==> src/rtl/paddle_ctrl_v2.sv <==
// paddle_ctrl_v2: parametrised paddle position controller.
// Holds the paddle left edge and length and drives them to the collision and
// draw logic. Supports absolute positioning and a tick-divided relative mode
// with optional acceleration. Every position result is clamped to the playfield.
module paddle_ctrl_v2 #(
    parameter int X_WIDTH   = 8,
    parameter int SCREEN_W  = 160,
    parameter int DEF_LEN   = 20,
    parameter int MIN_LEN   = 4,
    parameter int MAX_LEN   = 40,
    parameter int TICK_DIV  = 4,
    parameter int MAX_SPEED = 4,
    parameter int ACCEL_EN  = 1
) (
    input  logic               clock,
    input  logic               reset,
    input  logic [2:0]         game_state,
    input  logic               mode,
    input  logic               in_enable,
    input  logic [X_WIDTH-1:0] abs_x,
    input  logic               move_left,
    input  logic               move_right,
    input  logic [X_WIDTH-1:0] length_req,
    input  logic               length_load,
    output logic [X_WIDTH-1:0] paddle_x,
    output logic [X_WIDTH-1:0] paddle_len,
    output logic [2:0]         speed,
    output logic               at_left,
    output logic               at_right,
    output logic               moved
);

    // Tick counter needs at least one bit even when every cycle is a tick.
    localparam int TW = (TICK_DIV > 1) ? $clog2(TICK_DIV) : 1;

    localparam logic [X_WIDTH:0]   SCREEN_X  = (X_WIDTH+1)'(SCREEN_W);
    localparam logic [X_WIDTH-1:0] DEF_L     = X_WIDTH'(DEF_LEN);
    localparam logic [X_WIDTH-1:0] MIN_L     = X_WIDTH'(MIN_LEN);
    localparam logic [X_WIDTH-1:0] MAX_L     = X_WIDTH'(MAX_LEN);
    localparam logic [X_WIDTH-1:0] RST_X     = X_WIDTH'((SCREEN_W - DEF_LEN) / 2);
    localparam logic [TW-1:0]      TICK_LAST = TW'(TICK_DIV - 1);
    localparam logic [2:0]         MAX_S     = 3'(MAX_SPEED);

    // Decoded game state: unknown codes are treated as PAUSE.
    typedef enum logic [1:0] {GS_IDLE, GS_PLAY, GS_PAUSE} gstate_t;
    // Direction of the previous motion tick; NONE also means "previous tick idle".
    typedef enum logic [1:0] {DIR_NONE, DIR_LEFT, DIR_RIGHT} dir_t;

    logic [X_WIDTH-1:0] r_x;
    logic [X_WIDTH-1:0] r_len;
    logic [2:0]         r_speed;
    logic [TW-1:0]      r_tick;
    dir_t               r_dir;
    logic               r_moved;

    gstate_t            w_gs;
    logic [X_WIDTH-1:0] w_len_clamped;
    logic [X_WIDTH-1:0] w_len_next;
    logic [X_WIDTH:0]   w_x_max;
    logic [X_WIDTH:0]   w_center;
    logic [X_WIDTH:0]   w_x_cand;
    logic [X_WIDTH:0]   w_x_clamped;
    logic [X_WIDTH-1:0] w_x_next;
    logic [2:0]         w_speed_next;
    logic [2:0]         w_new_speed;
    logic [X_WIDTH:0]   w_speed_ext;
    logic [TW-1:0]      w_tick_next;
    dir_t               w_dir_next;
    dir_t               w_req_dir;
    logic               w_tick;

    // Decode game state and the requested relative direction.
    always_comb begin
        w_gs = GS_PAUSE;
        case (game_state)
            3'b000:  w_gs = GS_IDLE;
            3'b001:  w_gs = GS_PLAY;
            default: w_gs = GS_PAUSE;
        endcase
        w_req_dir = DIR_NONE;
        if (move_left && !move_right)
            w_req_dir = DIR_LEFT;
        else if (move_right && !move_left)
            w_req_dir = DIR_RIGHT;
    end

    // Length update comes first so the position clamp sees the new length.
    always_comb begin
        w_len_clamped = length_req;
        if (length_req < MIN_L)
            w_len_clamped = MIN_L;
        else if (length_req > MAX_L)
            w_len_clamped = MAX_L;
        w_len_next = r_len;
        if (length_load && (w_gs != GS_PAUSE))
            w_len_next = w_len_clamped;
        w_x_max  = SCREEN_X - {1'b0, w_len_next};
        w_center = (SCREEN_X - {1'b0, r_len}) >> 1;
        w_tick   = (r_tick == TICK_LAST);
    end

    // Speed a motion tick would apply, given the previous tick's direction.
    always_comb begin
        w_new_speed = MAX_S;
        if (ACCEL_EN != 0) begin
            if ((w_req_dir == r_dir) && (r_dir != DIR_NONE))
                w_new_speed = (r_speed >= MAX_S) ? MAX_S : (r_speed + 3'd1);
            else
                w_new_speed = 3'd1;
        end
        w_speed_ext = (X_WIDTH+1)'(w_new_speed);
    end

    // Next-state for position, speed, tick counter and direction history.
    always_comb begin
        w_x_cand     = {1'b0, r_x};
        w_speed_next = 3'd0;
        w_tick_next  = '0;
        w_dir_next   = DIR_NONE;
        case (w_gs)
            GS_IDLE: begin
                w_x_cand = w_center;
            end
            GS_PLAY: begin
                if (!mode) begin
                    if (in_enable)
                        w_x_cand = {1'b0, abs_x};
                end else begin
                    w_speed_next = r_speed;
                    w_dir_next   = r_dir;
                    w_tick_next  = w_tick ? '0 : (r_tick + TW'(1));
                    if (w_tick) begin
                        if (w_req_dir == DIR_NONE) begin
                            w_speed_next = 3'd0;
                            w_dir_next   = DIR_NONE;
                        end else begin
                            w_speed_next = w_new_speed;
                            w_dir_next   = w_req_dir;
                            if (w_req_dir == DIR_RIGHT)
                                w_x_cand = {1'b0, r_x} + w_speed_ext;
                            else if ({1'b0, r_x} < w_speed_ext)
                                w_x_cand = '0;
                            else
                                w_x_cand = {1'b0, r_x} - w_speed_ext;
                        end
                    end
                end
            end
            default: begin
                w_x_cand = {1'b0, r_x};
            end
        endcase
        w_x_clamped = (w_x_cand > w_x_max) ? w_x_max : w_x_cand;
        w_x_next    = w_x_clamped[X_WIDTH-1:0];
    end

    // State registers with asynchronous reset to the centred default paddle.
    always_ff @(posedge clock or posedge reset) begin
        if (reset) begin
            r_x     <= RST_X;
            r_len   <= DEF_L;
            r_speed <= 3'd0;
            r_tick  <= '0;
            r_dir   <= DIR_NONE;
            r_moved <= 1'b0;
        end else begin
            r_x     <= w_x_next;
            r_len   <= w_len_next;
            r_speed <= w_speed_next;
            r_tick  <= w_tick_next;
            r_dir   <= w_dir_next;
            r_moved <= (w_x_next != r_x);
        end
    end

    // Wall flags decode straight from the registered position and length.
    always_comb begin
        at_left  = (r_x == '0);
        at_right = ({1'b0, r_x} == (SCREEN_X - {1'b0, r_len}));
    end

    assign paddle_x   = r_x;
    assign paddle_len = r_len;
    assign speed      = r_speed;
    assign moved      = r_moved;

endmodule
==> config.mk <==
export PLATFORM = sky130hd
export DESIGN_NAME = paddle_ctrl_v2
export DESIGN_NICKNAME = d
export VERILOG_FILES = /design/src/rtl/paddle_ctrl_v2.sv
export SDC_FILE = /design/constraint.sdc
export NUM_CORES = 1
export LEC_CHECK = 0
export ABC_CLOCK_PERIOD_IN_PS = 9100
export BUFFER_PORTS_ARGS = -buffer_cell sky130_fd_sc_hd__buf_2
export CORE_ASPECT_RATIO = 0.5
export CORE_MARGIN = 4
export CORE_UTILIZATION = 32
export CTS_BUF_LIST = sky130_fd_sc_hd__clkbuf_8
export CTS_CLUSTER_DIAMETER = 50
export DETAILED_ROUTE_END_ITERATION = 12
export PLACE_DENSITY = 0.57
export SETUP_SLACK_MARGIN = 0.02
export SLEW_MARGIN = 0
export SYNTH_ARGS = -nofsm -noshare
export SYNTH_HDL_FRONTEND = slang
export SYNTH_SLANG_ARGS = --single-unit
==> constraint.sdc <==
create_clock -name clock -period 9.1 [get_ports clock]
set_input_delay 1.82 -clock clock [delete_from_list [all_inputs] [get_ports clock]]
set_output_delay 1.82 -clock clock [all_outputs]
set_load 0.02 [all_outputs]
======== Yosys cells after proc, flatten, opt, wreduce, memory -nomap -nowiden ========
Cells that the tools add are included.
word-level totals
  flip-flop bits (word level) ............. 24
  output and inout bits ................... 22
  logic and storage cells ................. 64
  input port bits ......................... 26
operators by class
  equal/unequal tests ..................... 9
  add/subtract/negate cells ............... 6
  order comparisons ....................... 5
  reductions and logical operators ........ 11
  muxes and demuxes ....................... 27
operators by type and width
  cell                                                           count
  2-to-1 mux 9 bit                                               5
  2-to-1 mux 8 bit                                               5
  2-to-1 mux 2 bit                                               9
  2-to-1 mux 3 bit                                               6
  case mux 9 bit (2 select lines)                                1
  subtractor 8 x 8 -> 9 bit, first input constant                2
  adder 8 x 3 -> 9 bit                                           1
  equality test 8 x 9 -> 1 bit                                   1
  greater-than comparator 9 bit                                  1
  subtractor 8 x 3 -> 9 bit                                      1
  greater-than comparator 8 x 6 -> 1 bit, second input constant  1
  logical NOT 8 bit                                              1
  < comparator 8 x 3 -> 1 bit                                    1
  < comparator 8 x 3 -> 1 bit, second input constant             1
  != test 8 bit                                                  1
  equality test 2 bit, second input constant                     2
  logical AND 1 bit                                              4
  logical NOT 2 bit                                              2
  case mux 2 bit (2 select lines)                                1
  adder 3 x 1 -> 3 bit, second input constant                    1
  equality test 3 x 1 -> 1 bit, second input constant            1
  greater-or-equal comparator 3 bit, second input constant       1
  logical NOT 3 bit                                              1
  != test 3 bit, second input constant                           1
  other kinds (6)                                                7

======== Longest topological paths before layout ========
Gate-level depths: netlist of the first run.
  depth in word-level cells ............... 17
  mapped depth ............................ 27

======== Worst setup path after synthesis of the first run ========
OpenSTA, ideal clock, no wires.
  kind .................................... in2reg
  start ................................... in move_left
  end ..................................... reg r_moved (netlist: moved)
  slack ................................... 2.778 ns
  arrival ................................. 6.182 ns
  required time ........................... 8.960 ns
  stages on the path ...................... 26
  library setup time ...................... 0.140 ns
  buffers on the path ..................... 2
  cell sequence ........................... inv_1 > ha_1 > buf_2 > xnor2_1 > nand3_1 > o31ai_1 > and3b_1 > inv_1 > ha_1 > nand3b_1 > and3b_1 > a21o_1 > o31a_1 > a221oi_1 > nor2_1 > inv_1 > ha_1 > nand3_1 > o21bai_1 > a31oi_1 > o31a_1 > clkbuf_1 > nand3_1 > or3_1 > o221ai_1 > nand4_1
between the ends
  cells in the longest elaborated chain, start to end .. 17
  elaborated cells between the ends (all ways) .. 22
ends and longest elaborated chain
  item                                                                      line      text
  from (decl)                                                               21        input logic move_left,
  logical NOT 1 bit                                                         83        else if (move_right && !move_left)
  logical AND 1 bit                                                         83
  2-to-1 mux 2 bit                                                          83
  2-to-1 mux 2 bit *                                                        81        if (move_left && !move_right)
  equality test 2 bit                                                       106       if ((w_req_dir == r_dir) && (r_dir != DIR_NONE))
  logical AND 1 bit                                                         106
  2-to-1 mux 3 bit                                                          106
  subtractor 8 x 3 -> 9 bit or < comparator 8 x 3 -> 1 bit (tied branches)  144, 141
  2-to-1 mux 9 bit                                                          141       else if ({1'b0, r_x} < w_speed_ext)
  2-to-1 mux 9 bit                                                          139       if (w_req_dir == DIR_RIGHT)
  2-to-1 mux 9 bit *                                                        133       if (w_req_dir == DIR_NONE) begin
  2-to-1 mux 9 bit *                                                        132       if (w_tick) begin
  2-to-1 mux 9 bit *                                                        125       if (!mode) begin
  case mux 9 bit (2 select lines) *                                         120       case (w_gs)
  greater-than comparator 9 bit                                             153       w_x_clamped = (w_x_cand > w_x_max) ? w_x_max : w_x_cand;
  2-to-1 mux 8 bit *                                                        153
  != test 8 bit *                                                           172       r_moved <= (w_x_next != r_x);
  to (signal assigned)                                                      172
  to (decl)                                                                 54        logic r_moved;
Mark *: on every way between the ends. The rest lies on a longest branch, timed or not.
A chain may end at the register's enable or synchronous reset.

======== Final worst setup path of the first run ========
Same ends and word-level chain as after synthesis.

==> results of run 1 <==
## layer usage
| layer | share of wire [%] | routed length, um |
|---|---|---|
| met2 | 44 | 4115 |
| met4 | 1.0 | 99 |
| met5 | 0 | 0 |
| met3 | 6.1 | 580 |
| met1 | 49 | 4651 |
## how the worst max path moves through the flow
stage | to | depth (start not counted) | start | slack [ps]
2_1_floorplan | moved | 26 | move_left | 2780
3_3_place_gp | moved | 24 | move_left | 2030
3_5_place_dp | moved | 24 | move_left | 1840
4_1_cts | moved | 24 | move_left | 2130
5_1_grt | moved | 24 | move_left | 1570
6_report | moved | 24 | move_left | 2060
## synth_stat cells (3+ instances only)
library cell   n
nand2_1       34
nor2_1        32
inv_1         30
ha_1          23
xnor2_1       20
a21oi_1       19
dfrtp_1       19
clkbuf_1      16
o21ai_0       15
nand3_1       13
mux2i_1       11
o21a_1         8
a31oi_1        7
nor3_1         6
and2_1         5
dfstp_2        5
mux2_2         5
nand2b_1       5
nor2b_1        5
nor4_1         5
a211oi_1       4
buf_2          4
nand4_1        4
o22ai_1        4
or3_1          4
xor2_1         4
a21boi_0       3
a21o_1         3
a221oi_1       3
a2bb2oi_1      3
and3_1         3
o211ai_1       3
o31ai_1        3
## final cells by class
cell class,count,area [um2],share of cell area [%]
flip-flops and latches,24,606.8,18.14
clock buffers,3,41.29,1.235
multi-input cells,305,2191,65.51
well taps,117,146.4,4.377
inverters,30,112.6,3.367
clock inverters,1,3.754,0.1122
repair buffers,48,242.7,7.258
## critical path, cell delays in order
cell and delay [ps]:
buf_2 110, inv_1 70, ha_1 420, nand2_1 90, o31ai_1 330, o21ai_0 260, ha_1 270, fa_1 390
nand2b_1 170, a32oi_1 250, a21boi_0 210, o21ai_1 80, a221oi_1 420, nor2_1 130, inv_1 70, ha_1 250
nand3_1 110, o21bai_1 110, a31oi_1 120, o31ai_1 860, o21a_1 230, a2bb2oi_1 140, a21boi_0 190, nand4_1 110
## where the power goes
group	switching, W	leakage [nW]	internal [W]
Sequential	0.0000819	0.292	0.000132
Combinational	0.000252	1.14	0.000190
Clock	0.0000367	0.0269	0.0000303
## stage by stage
stage	instance area (um2)	setup WS, ps	util [%]	power (W)	cells
2_1_floorplan	2990	2778	-	0.0005214	379
4_1_cts	3344	2127	37.63	0.0007194	528
6_report	3344	2064	37.63	0.0007223	528
5_1_grt	3344	1570	37.63	0.0007820	528
3_3_place_gp	3299	2028	37.12	0.0006480	524
3_5_place_dp	3299	1841	37.12	0.0006490	524
## cells by family (layout without fill, tap and decap cells)
logic type	count (synthesis)	in the layout	share of synthesized area (%)
adders and majority gates	25	25	10.96
AOI/OAI and AO/OA	109	109	26.36
buffers and inverters	50	82	6.444
xor gates and xnor gates	25	25	7.782
DFF	24	24	20.29
and+or+nand+nor	129	129	22.22
muxes	17	17	5.941
## registers in the layout, summed over array words and instances (netlist names)
register    flops
speed           3
paddle_x        8
paddle_len      8
r_dir           2
r_tick          2
moved           1
==> results.toml, run 1 <==
[cells_and_area]
nNetsFinal = 463
n_antenna_cell = 0
fillers = 947
area_growth_syn_to_layout_pct = 11.84
mostFrequentLayoutCells = "buf_2, nand2_1, nor2_1"
drive_gt1_share_pct = 16.30
layout_commonest_cell = "buf_2"

[drt]
via_per_inst = 5.621
antenna_left = 0
drt_wl_total_mm = 9.446
vias = 2968
drt_iter0_markers = 141
drc = 0
post_drt_wl_per_cell_um = 17.89
firstDrtPassIters = 5

[synthesis]
yosys_warnings = 0
ys_ff_latch = 24
yosysSeqAreaShare_pct = 20.29
async_reset_ff_share_pct = 100.0
syn_area_um2 = 2990
ys.flop_type = "dfrtp_1"
synthesis.nets = 430
ys_top_cells_by_area = "dfrtp_1, ha_1, xnor2_1"
yosysTopAreaCellShare_pct = 15.90
yosysTopAreaCell = "dfrtp_1"
synthCells = 379
syn_area_per_cell_um2 = 7.890
yosysUniqueCellTypes = 68
synth-edff-count = 0

[placed_design]
place_hpwl_mm = 7.240
io_buffer_count = 47
place_congestion = 0.9333

[sta]
finClkSkew_ps = 1.378
hold_viol = 0
slew_headroom_pct = 29.11
final_max_slew_viol_count = 0
worstMarginPinSlew_ps = 1054
finalSetupViolations = 0
rsz0062_at_grt = "no"
period_minus_slack_ps = 7036
finalCritPeriodShare_pct = 77.32
setup_tns_ps = 0
holdWs_ps = 455.6
max_freq_mhz = 142.1

[global_route]
grt_pass1_vias = 2850
busiest_layer = "met2"
grt-ovfl-total = 0
met1_usage_pct = 25.31
grt_util_met2_pct = 26.69
grt.total_usage_pct = 17.21
grt_max_degree = 25
antenna_found_initial = 0
grt_pass1_wl_mm = 15.12
met3_usage_pct = 3.009

[floorplan]
initial_core_util_pct = 33.64
die_y_um = 76.36
core_area_um2 = 8889
row_count = 24
die_w_um = 144.7
ios = 48
die_area_um2 = 11050

[clocking]
cts.clk_slew.worst_paths_ps = 90
clock_latency_ps = 280
cts_root_buf = "clkbuf_8"
cts_resized = 0
cts_made_buffers = 3
tritoncts = "done"
cts_setup_buffers = 0
clk_path_buf_depth = 2
cts.sink_count = 24
cts_hold_repair.buffers = 0
cts_htree_levels = 1

[critical_path]
reg2reg_depth = 21
worstPathArrival_ps = 7190
reg2reg_from = "r_dir[1]"
rrSetupSlack_ps = 3840
end_kind = "flop"
critPathKind = "input pin to flop"
cp_max_fo = 11
rr_endpoint = "moved"
crit_required_ps = 9250
startpoint_type = "input pin"

[power]
peakVddDrop_uv = 79.16
power_density_nw_per_um2 = 216.0
p_leak_nw = 1.459

[min_path]
hold_end = "r_tick[0]"
worstHoldPathCells = 1
hp-class = "flop to flop"
min_from = "r_tick[0]"

[run_status]
status = "complete, no violations"

[flow_run]
maxCapViolations = 0
Note: power is estimated with default switching activity, not from simulation.
==> run 2, diff against run 1 <==
ABC_CLOCK_PERIOD_IN_PS = 6900   (was 9100)
clock period = 6.9 ns   (was 9.1 ns; I/O delays follow)
==> run 2 against run 1 <==
Via count is 0.57% higher. Clock skew is 1.5 ps higher. Count of clock-buffer cells in the layout stayed put. Sequential cell count stayed put. Cell count is 0.38% higher. Wire length is 1.7% lower. Sequential share of layout area is 0.088 points lower. Cell area is 0.49% higher. Clock power is 33% higher. Non-clock buffer count is 2 higher. Power is 33% higher. Largest cell class unchanged.
==> results.toml, run 2 (synthesis results as in run 1) <==
[global_route]
grt_pass1_wl_mm = 15.36
grt.total_usage_pct = 17.34
grt_max_degree = 25
grt-ovfl-total = 0
antenna_found_initial = 0
grt_pass1_vias = 2895

[floorplan]
core_area_um2 = 8889
die_area_um2 = 11050
die_y_um = 76.36
ios = 48
initial_core_util_pct = 33.64
die_w_um = 144.7
row_count = 24

[sta]
finClkSkew_ps = 2.872
hold_viol = 0
holdWs_ps = 449.9
setup_tns_ps = 0
rsz0062_at_grt = "no"
worstMarginPinSlew_ps = 940.6
period_minus_slack_ps = 6219
final_max_slew_viol_count = 0
finalSetupViolations = 0
slew_headroom_pct = 37.23
finalCritPeriodShare_pct = 90.13
max_freq_mhz = 160.8

[drt]
vias = 2985
via_per_inst = 5.632
firstDrtPassIters = 5
drt_wl_total_mm = 9.287
drt_iter0_markers = 246
post_drt_wl_per_cell_um = 17.52
antenna_left = 0
drc = 0

[clocking]
cts_resized = 0
cts_hold_repair.buffers = 0
cts_htree_levels = 1
cts.sink_count = 24
clock_latency_ps = 280
cts_made_buffers = 3
tritoncts = "done"
cts_setup_buffers = 0
clk_path_buf_depth = 2
cts_root_buf = "clkbuf_8"
cts.clk_slew.worst_paths_ps = 90

[cells_and_area]
area_growth_syn_to_layout_pct = 12.38
final_util_pct = 37.81
n_antenna_cell = 0
drive_gt1_share_pct = 16.95
layout.cells.non_filler = 530
nNetsFinal = 465
layout_commonest_cell = "buf_2"
mostFrequentLayoutCells = "buf_2, nand2_1, nor2_1"

[power]
p_leak_nw = 1.469
power_density_nw_per_um2 = 285.2
peakVddDrop_uv = 84.31

[critical_path]
startpoint_type = "input pin"
crit_required_ps = 7050
critPathKind = "input pin to flop"
end_kind = "flop"
worstPathArrival_ps = 6370
cp_max_fo = 11

[placed_design]
place_congestion = 0.8856
post-place-cells = 526
place_hpwl_mm = 7.224
io_buffer_count = 47

[min_path]
hp-class = "flop to flop"

[run_status]
status = "complete, no violations"

[flow_run]
maxCapViolations = 0
run 2: changes by cell type in the layout (fill, tap and decap cells not counted), sizes merged:
| cell | previous run | this run |
|---|---|---|
| buf | 48 | 50 |
run 2: power breakdown:
group,internal (W),switching (W)
combinational,0.000259,0.000333
clock,0.0000400,0.0000490
sequential,0.000174,0.000103
run 2: final cells by class:
class                      instances  area [um2]
fill                             948        5528
timing repair buffer              50       257.7
multi-input combinational        305        2192
tap                              117       146.4
inverter                          30       112.6
clock inverter                     1       3.754
clock buffer                       3       41.29
sequential                        24       606.8
run 2: critical path, cell delays in order:
cell      delay [ps]
buf_2            110
inv_1             70
ha_1             420
nand2_1           90
o31ai_1          320
o21ai_0          250
ha_1             260
fa_1             380
nand2b_1         170
a32oi_1          240
a21boi_0         210
o21ai_1           80
a221oi_1         410
nor2_1           130
inv_1             80
ha_1             160
nand3_1           90
o21bai_1         160
a31oi_1          230
o31a_2           310
nand3_1          140
or3_1            380
o221ai_1         180
nand4_1          110
run 2: worst paths after layout:
kind                            from            end  slack, ps  depth (start not counted)
setup / recovery           move_left          moved        680                         24
hold / removal             r_tick[0]      r_tick[0]        450                          1
setup reg to reg            r_dir[1]          moved       2020                         21
hold reg to reg            r_tick[0]      r_tick[0]        450                          1
max in group asynchronous      reset  paddle_len[0]       5030                          2
min in group asynchronous      reset       speed[0]       1300                          2
run 2: layer usage:
layer	up-vias	wire length, um	GRT usage [%]	part of all wire, %
met4	0	148	4.004	1.6
met5	-	0	0	0
met3	14	545	3.135	5.9
met2	98	4037	26.08	43
met1	1423	4556	25.59	49
li1	1450	-	-	-
run 2: metrics by stage:
step                setup WS (ps)  cell area (um2)  power [W]
finish                      681.3             3361  0.0009585
global route                111.2             3361   0.001043
CTS                         556.4             3359  0.0009537
detailed placement          253.7             3314  0.0008612
global placement            445.5             3314  0.0008651
floorplan                    1018             2990  0.0006877
